### src/rtl/cpu_pkg.sv
// Shared definitions for the 8-bit CPU control path: widths, state encoding,
// opcodes, the control strobe bundle and the sequencer decode function.
package cpu_pkg;

    localparam int STATE_W  = 3;
    localparam int OPCODE_W = 4;

    typedef enum logic [STATE_W-1:0] {
        ST_IDLE = 3'd0,
        ST_T0   = 3'd1,
        ST_T1   = 3'd2,
        ST_T2   = 3'd3,
        ST_T3   = 3'd4,
        ST_T4   = 3'd5,
        ST_HALT = 3'd6
    } state_t;

    localparam logic [OPCODE_W-1:0] OP_NOP = 4'h0;
    localparam logic [OPCODE_W-1:0] OP_LDA = 4'h1;
    localparam logic [OPCODE_W-1:0] OP_ADD = 4'h2;
    localparam logic [OPCODE_W-1:0] OP_SUB = 4'h3;
    localparam logic [OPCODE_W-1:0] OP_STA = 4'h4;
    localparam logic [OPCODE_W-1:0] OP_LDI = 4'h5;
    localparam logic [OPCODE_W-1:0] OP_JMP = 4'h6;
    localparam logic [OPCODE_W-1:0] OP_JC  = 4'h7;
    localparam logic [OPCODE_W-1:0] OP_JZ  = 4'h8;
    localparam logic [OPCODE_W-1:0] OP_OUT = 4'hE;
    localparam logic [OPCODE_W-1:0] OP_HLT = 4'hF;

    typedef struct packed {
        logic pc_out;
        logic pc_inc;
        logic pc_load;
        logic mar_load;
        logic ram_out;
        logic ram_we;
        logic ir_load;
        logic ir_out;
        logic a_load;
        logic a_out;
        logic b_load;
        logic alu_out;
        logic alu_sub;
        logic flags_load;
        logic out_load;
    } ctrl_t;

    typedef struct packed {
        state_t next;
        ctrl_t  ctrl;
    } step_t;

    // Undefined opcodes 0x9-0xD are folded onto NOP or HLT.
    function automatic logic [OPCODE_W-1:0] effective_op(
        input logic [OPCODE_W-1:0] op,
        input logic                halt_on_illegal
    );
        logic [OPCODE_W-1:0] r;
        r = op;
        case (op)
            4'h9, 4'hA, 4'hB, 4'hC, 4'hD: r = halt_on_illegal ? OP_HLT : OP_NOP;
            default: r = op;
        endcase
        return r;
    endfunction

    // Next state and control strobes for one cycle; outputs depend only on the
    // current state plus opcode/flags, so one decode serves both.
    function automatic step_t sequence_step(
        input state_t              st,
        input logic [OPCODE_W-1:0] op,
        input logic                c,
        input logic                z,
        input logic                run
    );
        step_t  s;
        state_t boundary;
        s        = '0;
        s.next   = st;
        boundary = run ? ST_T0 : ST_IDLE;
        case (st)
            ST_IDLE: s.next = run ? ST_T0 : ST_IDLE;
            ST_T0: begin
                s.ctrl.pc_out   = 1'b1;
                s.ctrl.mar_load = 1'b1;
                s.next          = ST_T1;
            end
            ST_T1: begin
                s.ctrl.ram_out = 1'b1;
                s.ctrl.ir_load = 1'b1;
                s.ctrl.pc_inc  = 1'b1;
                s.next         = ST_T2;
            end
            ST_T2: begin
                s.next = boundary;
                case (op)
                    OP_LDA, OP_ADD, OP_SUB, OP_STA: begin
                        s.ctrl.ir_out   = 1'b1;
                        s.ctrl.mar_load = 1'b1;
                        s.next          = ST_T3;
                    end
                    OP_LDI: begin
                        s.ctrl.ir_out = 1'b1;
                        s.ctrl.a_load = 1'b1;
                    end
                    OP_JMP: begin
                        s.ctrl.ir_out  = 1'b1;
                        s.ctrl.pc_load = 1'b1;
                    end
                    OP_JC: begin
                        s.ctrl.ir_out  = c;
                        s.ctrl.pc_load = c;
                    end
                    OP_JZ: begin
                        s.ctrl.ir_out  = z;
                        s.ctrl.pc_load = z;
                    end
                    OP_OUT: begin
                        s.ctrl.a_out    = 1'b1;
                        s.ctrl.out_load = 1'b1;
                    end
                    OP_HLT: s.next = ST_HALT;
                    default: s.next = boundary;
                endcase
            end
            ST_T3: begin
                s.next = boundary;
                case (op)
                    OP_LDA: begin
                        s.ctrl.ram_out = 1'b1;
                        s.ctrl.a_load  = 1'b1;
                    end
                    OP_ADD, OP_SUB: begin
                        s.ctrl.ram_out = 1'b1;
                        s.ctrl.b_load  = 1'b1;
                        s.next         = ST_T4;
                    end
                    OP_STA: begin
                        s.ctrl.a_out  = 1'b1;
                        s.ctrl.ram_we = 1'b1;
                    end
                    default: s.next = boundary;
                endcase
            end
            ST_T4: begin
                s.ctrl.alu_out    = 1'b1;
                s.ctrl.a_load     = 1'b1;
                s.ctrl.flags_load = 1'b1;
                s.ctrl.alu_sub    = (op == OP_SUB);
                s.next            = boundary;
            end
            ST_HALT: s.next = ST_HALT;
            default: s.next = ST_IDLE;
        endcase
        return s;
    endfunction

endpackage

### src/rtl/control_sequencer_if.sv
// Control bundle between the sequencer (master) and the datapath (slave).
interface control_sequencer_if;
    import cpu_pkg::*;

    logic                run;
    logic [OPCODE_W-1:0] ir_opcode;
    logic                flag_c;
    logic                flag_z;

    logic pc_out, pc_inc, pc_load;
    logic mar_load;
    logic ram_out, ram_we;
    logic ir_load, ir_out;
    logic a_load, a_out, b_load;
    logic alu_out, alu_sub, flags_load;
    logic out_load;
    logic halted;
    logic [STATE_W-1:0] state_o;

    modport master (
        input  run, ir_opcode, flag_c, flag_z,
        output pc_out, pc_inc, pc_load, mar_load, ram_out, ram_we,
               ir_load, ir_out, a_load, a_out, b_load,
               alu_out, alu_sub, flags_load, out_load, halted, state_o
    );

    modport slave (
        output run, ir_opcode, flag_c, flag_z,
        input  pc_out, pc_inc, pc_load, mar_load, ram_out, ram_we,
               ir_load, ir_out, a_load, a_out, b_load,
               alu_out, alu_sub, flags_load, out_load, halted, state_o
    );

endinterface

### src/rtl/control_sequencer.sv
// Fetch/decode/execute sequencer for the 8-bit CPU. Strobes are decoded
// combinationally from the state register so an asynchronous reset removes
// them immediately, before any further clock edge.
module control_sequencer
    import cpu_pkg::*;
#(
    parameter bit HALT_ON_ILLEGAL = 1'b0
) (
    input logic                 clk,
    input logic                 reset,
    control_sequencer_if.master bus
);

    state_t state;
    step_t  step;

    // Decode next state and strobes from the current state and IR/flags.
    always_comb begin
        step = sequence_step(state,
                             effective_op(bus.ir_opcode, HALT_ON_ILLEGAL),
                             bus.flag_c, bus.flag_z, bus.run);
    end

    // State register; reset forces IDLE without waiting for a clock.
    always_ff @(posedge clk or posedge reset) begin
        if (reset) state <= ST_IDLE;
        else       state <= step.next;
    end

    assign bus.pc_out     = step.ctrl.pc_out;
    assign bus.pc_inc     = step.ctrl.pc_inc;
    assign bus.pc_load    = step.ctrl.pc_load;
    assign bus.mar_load   = step.ctrl.mar_load;
    assign bus.ram_out    = step.ctrl.ram_out;
    assign bus.ram_we     = step.ctrl.ram_we;
    assign bus.ir_load    = step.ctrl.ir_load;
    assign bus.ir_out     = step.ctrl.ir_out;
    assign bus.a_load     = step.ctrl.a_load;
    assign bus.a_out      = step.ctrl.a_out;
    assign bus.b_load     = step.ctrl.b_load;
    assign bus.alu_out    = step.ctrl.alu_out;
    assign bus.alu_sub    = step.ctrl.alu_sub;
    assign bus.flags_load = step.ctrl.flags_load;
    assign bus.out_load   = step.ctrl.out_load;
    assign bus.halted     = (state == ST_HALT);
    assign bus.state_o    = state;

endmodule
### src/flat_wrapper.sv
// flat-port wrapper written by rule: the top's interface ports become plain ports
module control_sequencer_flat import cpu_pkg::*;
#(
    parameter bit HALT_ON_ILLEGAL = 1'b0
)
  (clk, reset, bus_run, bus_ir_opcode, bus_flag_c, bus_flag_z, bus_pc_out, bus_pc_inc, bus_pc_load, bus_mar_load, bus_ram_out, bus_ram_we, bus_ir_load, bus_ir_out, bus_a_load, bus_a_out, bus_b_load, bus_alu_out, bus_alu_sub, bus_flags_load, bus_out_load, bus_halted, bus_state_o);
  control_sequencer_if bus_i ();
  input logic clk;
  input logic reset;
  input wire logic [$bits(bus_i.run)-1:0] bus_run;
  input wire logic [$bits(bus_i.ir_opcode)-1:0] bus_ir_opcode;
  input wire logic [$bits(bus_i.flag_c)-1:0] bus_flag_c;
  input wire logic [$bits(bus_i.flag_z)-1:0] bus_flag_z;
  output wire logic [$bits(bus_i.pc_out)-1:0] bus_pc_out;
  output wire logic [$bits(bus_i.pc_inc)-1:0] bus_pc_inc;
  output wire logic [$bits(bus_i.pc_load)-1:0] bus_pc_load;
  output wire logic [$bits(bus_i.mar_load)-1:0] bus_mar_load;
  output wire logic [$bits(bus_i.ram_out)-1:0] bus_ram_out;
  output wire logic [$bits(bus_i.ram_we)-1:0] bus_ram_we;
  output wire logic [$bits(bus_i.ir_load)-1:0] bus_ir_load;
  output wire logic [$bits(bus_i.ir_out)-1:0] bus_ir_out;
  output wire logic [$bits(bus_i.a_load)-1:0] bus_a_load;
  output wire logic [$bits(bus_i.a_out)-1:0] bus_a_out;
  output wire logic [$bits(bus_i.b_load)-1:0] bus_b_load;
  output wire logic [$bits(bus_i.alu_out)-1:0] bus_alu_out;
  output wire logic [$bits(bus_i.alu_sub)-1:0] bus_alu_sub;
  output wire logic [$bits(bus_i.flags_load)-1:0] bus_flags_load;
  output wire logic [$bits(bus_i.out_load)-1:0] bus_out_load;
  output wire logic [$bits(bus_i.halted)-1:0] bus_halted;
  output wire logic [$bits(bus_i.state_o)-1:0] bus_state_o;
  assign bus_i.run = bus_run;
  assign bus_i.ir_opcode = bus_ir_opcode;
  assign bus_i.flag_c = bus_flag_c;
  assign bus_i.flag_z = bus_flag_z;
  assign bus_pc_out = bus_i.pc_out;
  assign bus_pc_inc = bus_i.pc_inc;
  assign bus_pc_load = bus_i.pc_load;
  assign bus_mar_load = bus_i.mar_load;
  assign bus_ram_out = bus_i.ram_out;
  assign bus_ram_we = bus_i.ram_we;
  assign bus_ir_load = bus_i.ir_load;
  assign bus_ir_out = bus_i.ir_out;
  assign bus_a_load = bus_i.a_load;
  assign bus_a_out = bus_i.a_out;
  assign bus_b_load = bus_i.b_load;
  assign bus_alu_out = bus_i.alu_out;
  assign bus_alu_sub = bus_i.alu_sub;
  assign bus_flags_load = bus_i.flags_load;
  assign bus_out_load = bus_i.out_load;
  assign bus_halted = bus_i.halted;
  assign bus_state_o = bus_i.state_o;
  control_sequencer #(.HALT_ON_ILLEGAL(HALT_ON_ILLEGAL)) u_core (.clk(clk), .reset(reset), .bus(bus_i));
endmodule
### config.mk
export PLATFORM = sky130hd
export DESIGN_NAME = control_sequencer_flat
export DESIGN_NICKNAME = d
export VERILOG_FILES = /design/src/rtl/cpu_pkg.sv /design/src/rtl/control_sequencer_if.sv /design/src/rtl/control_sequencer.sv /design/src/flat_wrapper.sv
export SDC_FILE = /design/constraint.sdc
export NUM_CORES = 1
export LEC_CHECK = 0
export CORE_UTILIZATION = 34
export DETAILED_ROUTE_END_ITERATION = 8
export PLACE_DENSITY = 0.73
export SYNTH_ARGS = -nofsm -noshare
export SYNTH_HDL_FRONTEND = slang
export SYNTH_SLANG_ARGS = --single-unit
### constraint.sdc
create_clock -name clk -period 2.3 [get_ports clk]
set_input_delay 0.23 -clock clk [delete_from_list [all_inputs] [get_ports clk]]
set_output_delay 0.23 -clock clk [all_outputs]
set_load 0.01 [all_outputs]
---- Word-level counts from Yosys, hierarchy flattened ----
Cells that the tools add are included.
operators by class
  equality and inequality tests ........... 21
  mux-type cells .......................... 26
  reduce and logical (&&, ||, !) cells .... 7
operators by type and width
  operator            count
  $eq 4x4->1 const B  8
  $pmux 3 s6          1
  $eq 4x3->1 const B  4
  $mux 1              15
  $eq 3x3->1 const B  3
  $pmux 1 s3          3
  $eq 4x2->1 const B  2
  $eq 3x2->1 const B  2
  $mux 3              2
  $pmux 1 s2          3
  $pmux 3 s2          1
  $reduce_or 6->1     1
  $reduce_or 5->1     1
  $eq 4x1->1 const B  1
  $mux 4              1
  $reduce_or 2->1     2
  $reduce_or 4->1     1
  $eq 3x1->1 const B  1
  $logic_not 3->1     1
  $reduce_or 3->1     1
word-level totals
  bits in registers ....................... 3
  input bits .............................. 9
  output and inout bits ................... 19
  logic and storage cells ................. 55

---- Logic depth before layout (Yosys ltp) ----
  word-level depth ........................ 7
  gate-level depth with buffers ........... 4
  depth with buffers taken out ............ 3

---- Worst setup path before layout ----
No wires, ideal clock.
  path kind ............................... reg2out
  start point ............................. register u_core.state[2] (netlist: u_core.bus.state_o[2])
  end point ............................... output bus_ram_out
  arrival time ............................ 1.295 ns
  required time ........................... 2.070 ns
  slack ................................... 0.775 ns
  cell stages (with the launch flop) ...... 5
  buffers on the path ..................... 1
  cells stage by stage .................... dfrtp_1 -> buf_4 -> nand2b_4 -> or4_1 -> a21oi_1
on the way
  cells in the longest elaborated chain, start to end .. 2
  elaborated cells on any way between the ends .. 3
  classes of those cells .................. 2 x eq/ne; 1 x mux
RTL lines
  item                                      line                     source
  start, declared                           control_sequencer.sv:14  state_t state;
  start signal, assigned                    control_sequencer.sv:27  else state <= step.next;
  $eq 3x3->1 or $eq 3x2->1 (tied branches)  cpu_pkg.sv:81            case (st)
  $pmux 1 s2 (*)                            cpu_pkg.sv:81
  end, declared                             flat_wrapper.sv:18       output wire logic [$bits(bus_i.ram_out)-1:0] bus_ram_out;
Every way passes the cells marked *; elsewhere a longest branch is shown, timed or not.

---- Worst setup path after layout ----
  start point ............................. input bus_ir_opcode[2]
  end point ............................... output bus_ram_out
on the way
  cells in the longest elaborated chain, start to end .. 7
  elaborated cells on any way between the ends .. 13
  classes of those cells .................. 8 x eq/ne; 3 x mux; 2 x reduce/logical
RTL lines
  item                                      line                source
  start, declared                           flat_wrapper.sv:11  input wire logic [$bits(bus_i.ir_opcode)-1:0] bus_ir_opcode;
  $eq 4x4->1                                cpu_pkg.sv:60       case (op)
  $reduce_or 5->1                           cpu_pkg.sv:60
  $mux 4 (*)                                cpu_pkg.sv:60
  $eq 4x1->1 or $eq 4x2->1 (tied branches)  cpu_pkg.sv:128      case (op)
  $reduce_or 3->1 (no source line) (*)      -
  $mux 1 (*)                                cpu_pkg.sv:128
  $pmux 1 s2 (*)                            cpu_pkg.sv:81
Marks and branches as above.

==> flow_summary_export.csv <==
group,metric,value,unit
cts,numCtsBuffers,3,
run,max_cap_viol_count,0,
cts,cts_root_buf,"clkbuf_4",
synthesis,async_reset_ff_share,100,%
synthesis,yosysWarnings,0,
layout,antennaDiodeCount,0,
floorplan,die_x,40.2,um
layout,drive_above_1_share,18.8,%
placed_design,port-buffer-count,27,
global_route,grt-ovfl-total,0,
layout,regArea,76.3,um2
drt,drt_pass1_iterations,4,
drt,viasPerCell,5.33,
cts,ctsHoldBuffers,0,
critical_path,slowest_delay,540,ps
layout,areaGrowthSynthToFinish,62.9,%
timing,rsz0062_at_grt,"no",
cts,h-tree-depth,1,
layout,multi_input_area,334,um2
timing,maxSlewViolCount,0,
timing,fin_setup_tns,0,ps
global_route,grt_pass1_wl,2.11,mm
timing,setup-violations-final,0,
power,leakage,0.327,nW
critical_path,crit_fanout,5,
layout,layoutNonFillerInstCount,111,
critical_path,start_kind,"input port",
cts,cts_buffer_depth,2,
drt,wl_per_cell,12.3,um
floorplan,placement_rows,13,
synthesis,synth.top_cell.area_share,15.2,%
timing,tightestPinTransition,430,ps
drt,route.detailed.drc,0,
layout,largest_reg_flops,3,
floorplan,core,1330,um2
timing,timing.final.crit_share,94.3,%
floorplan,dieArea,1610,um2
cts,cts_num_sinks,3,
synthesis,synthTopCellsByArea,"dfrtp_1, buf_4, nor3b_2",
layout,fillers,129,
synthesis,synth_edf_count,0,
timing,fin_crit,2170,ps
power,total_power,0.675,mW
drt,first_iter_violations,6,
placed_design,gp_congestion,0.805,
drt,antenna_left,0,
synthesis,synth_fp_nets,75,
synthesis,ys_seq_area_share,15.2,%
timing,finalHoldViolCount,0,
synthesis,syn_avg_cell_area,7.51,um2
floorplan,die_y,40.2,um
placed_design,hpwl,1.05,mm
synthesis,synthFlopType,"dfrtp_1",
outcome,outcome,"completed",
cts,clkTransAtPathRegs,40,ps
placed_design,placedCellCount,105,
synthesis,synth_top_area_cell,"dfrtp_1",
global_route,grtUsageTotal,19.7,%
floorplan,start_util,37.1,%
cts,cts_tree,"yes",
synthesis,syn-instance-count,66,
power,peakVddDrop,0.601,mV
cts,insertion_delay,240,ps
power,cellPowerDensity,836,nW/um2
synthesis,synth_cell_types,31,
global_route,grt_start_max_net_pins,13,
synthesis,syn_area,495,um2
global_route,antenna_found_initial,0,
timing,max-slew-margin-rel,70.9,%
critical_path,path_cells,"clkdlybuf4s50_1, or4_1, a21oi_1, clkdlybuf4s50_1",
critical_path,cp.depth,4,
critical_path,cp.arrival,1940,ps
critical_path,crit_buf_inv,2,
layout,nets,106,
timing,max_freq,461,MHz
critical_path,cp.required,2070,ps
critical_path,crit_family,"buffers and inverters",
critical_path,reg2reg_depth,4,
global_route,first_global_vias,499,
critical_path,crit_path_end_kind,"primary output",
critical_path,crit_top_cell,"clkdlybuf4s50_1",
timing,clock_skew,4.37,ps
floorplan,io_pins,28,
hold_path,min_path_type,"in2async",
synthesis,ys_ff_latch,3,
critical_path,crit_slowest_cell,"clkdlybuf4s50_1",
drt,vias,592,
critical_path,worst-setup-path-type,"in2out",
drt,totalWireLength,1.37,mm
==> repair_timing <==
action / in CTS / in global routing
gates resized for setup: 0 / 2
setup buffers: 0 / 2
endpoints found under the setup margin: 0 / 2
==> report_power, final <==
group | internal, mW | total, mW | switching (mW)
combinational | 0.256 | 0.467 | 0.211
clock | 0.0653 | 0.0978 | 0.0324
sequential | 0.0770 | 0.110 | 0.0328
==> stage by stage <==
| stage | area [um2] | setup WS [ps] | utilization [%] | hold slack, ps |
|---|---|---|---|---|
| finish | 807 | 132 | 60.5 | 166 |
| global route | 807 | 36.9 | 60.5 | 182 |
| CTS | 788 | 11.0 | 59.1 | 161 |
| detailed placement | 762 | 117 | 57.1 | 423 |
| global placement | 762 | 138 | 57.1 | 403 |
| floorplan | 495 | 775 | - | -16.4 |
==> synthesized netlist by cell type, types with 2 or more instances <==
library cell  number
a211oi_1           2
mux2i_1            2
inv_1              5
nand4_1            2
dfrtp_1            3
nor2_1             6
a21oi_1            4
nand3b_1           2
nand2_1            2
nand2b_1           3
nor3b_1            3
buf_4              7
o21ai_0            5
nor4_1             2
nor3b_2            2
==> layout by cell type, fill, tap and decap left out, drive strengths merged, types with 3 or more instances in the layout <==
| cell | n |
|---|---|
| o21ai | 5 |
| nand2b | 4 |
| a21oi | 4 |
| inv | 5 |
| nor3b | 5 |
| buf | 8 |
| clkbuf | 4 |
| nor2 | 6 |
| dfrtp | 3 |
| clkdlybuf4s50 | 26 |
==> area by class of cell <==
| type | count | share of cell area [%] |
|---|---|---|
| multi-input cells | 49 | 41.4 |
| repair buffers | 35 | 41.2 |
| flip-flops and latches | 3 | 9.46 |
| clock buffers | 4 | 3.26 |
| inverters | 5 | 2.33 |
| well taps | 15 | 2.33 |
==> layer usage <==
layer / part of all wire [%] / GRT usage (%)
met5: 0 / 0
met4: 0.80 / 10.0
met3: 3.0 / 3.33
met2: 47 / 29.8
met1: 49 / 26.5
==> path summary, 6_finish.rpt <==
path	from	end	slack, ps
max in group asynchronous	reset	u_core.bus.state_o[2]$_DFF_PP0_	1990
hold / removal	reset	u_core.bus.state_o[2]$_DFF_PP0_	170
hold reg to reg	u_core.bus.state_o[0]$_DFF_PP0_	u_core.bus.state_o[1]$_DFF_PP0_	680
min in group clk	u_core.bus.state_o[0]$_DFF_PP0_	u_core.bus.state_o[1]$_DFF_PP0_	680
setup reg to reg	u_core.bus.state_o[2]$_DFF_PP0_	u_core.bus.state_o[0]$_DFF_PP0_	1120
setup / recovery	bus_ir_opcode[2]	bus_ram_out	130
==> worst register-to-register path, stage by stage (launching register included) <==
cell and delay (ps):
dfrtp_2 430, buf_4 170, nand2b_1 170, o221ai_1 210
nor3b_2 70
==> cells by family after synthesis <==
logic type | synth area share (%)
compound gates | 20.7
buf+inv | 17.4
simple gates | 42.7
flops | 15.2
mux | 4.04
(Power assumes the default switching activity.)
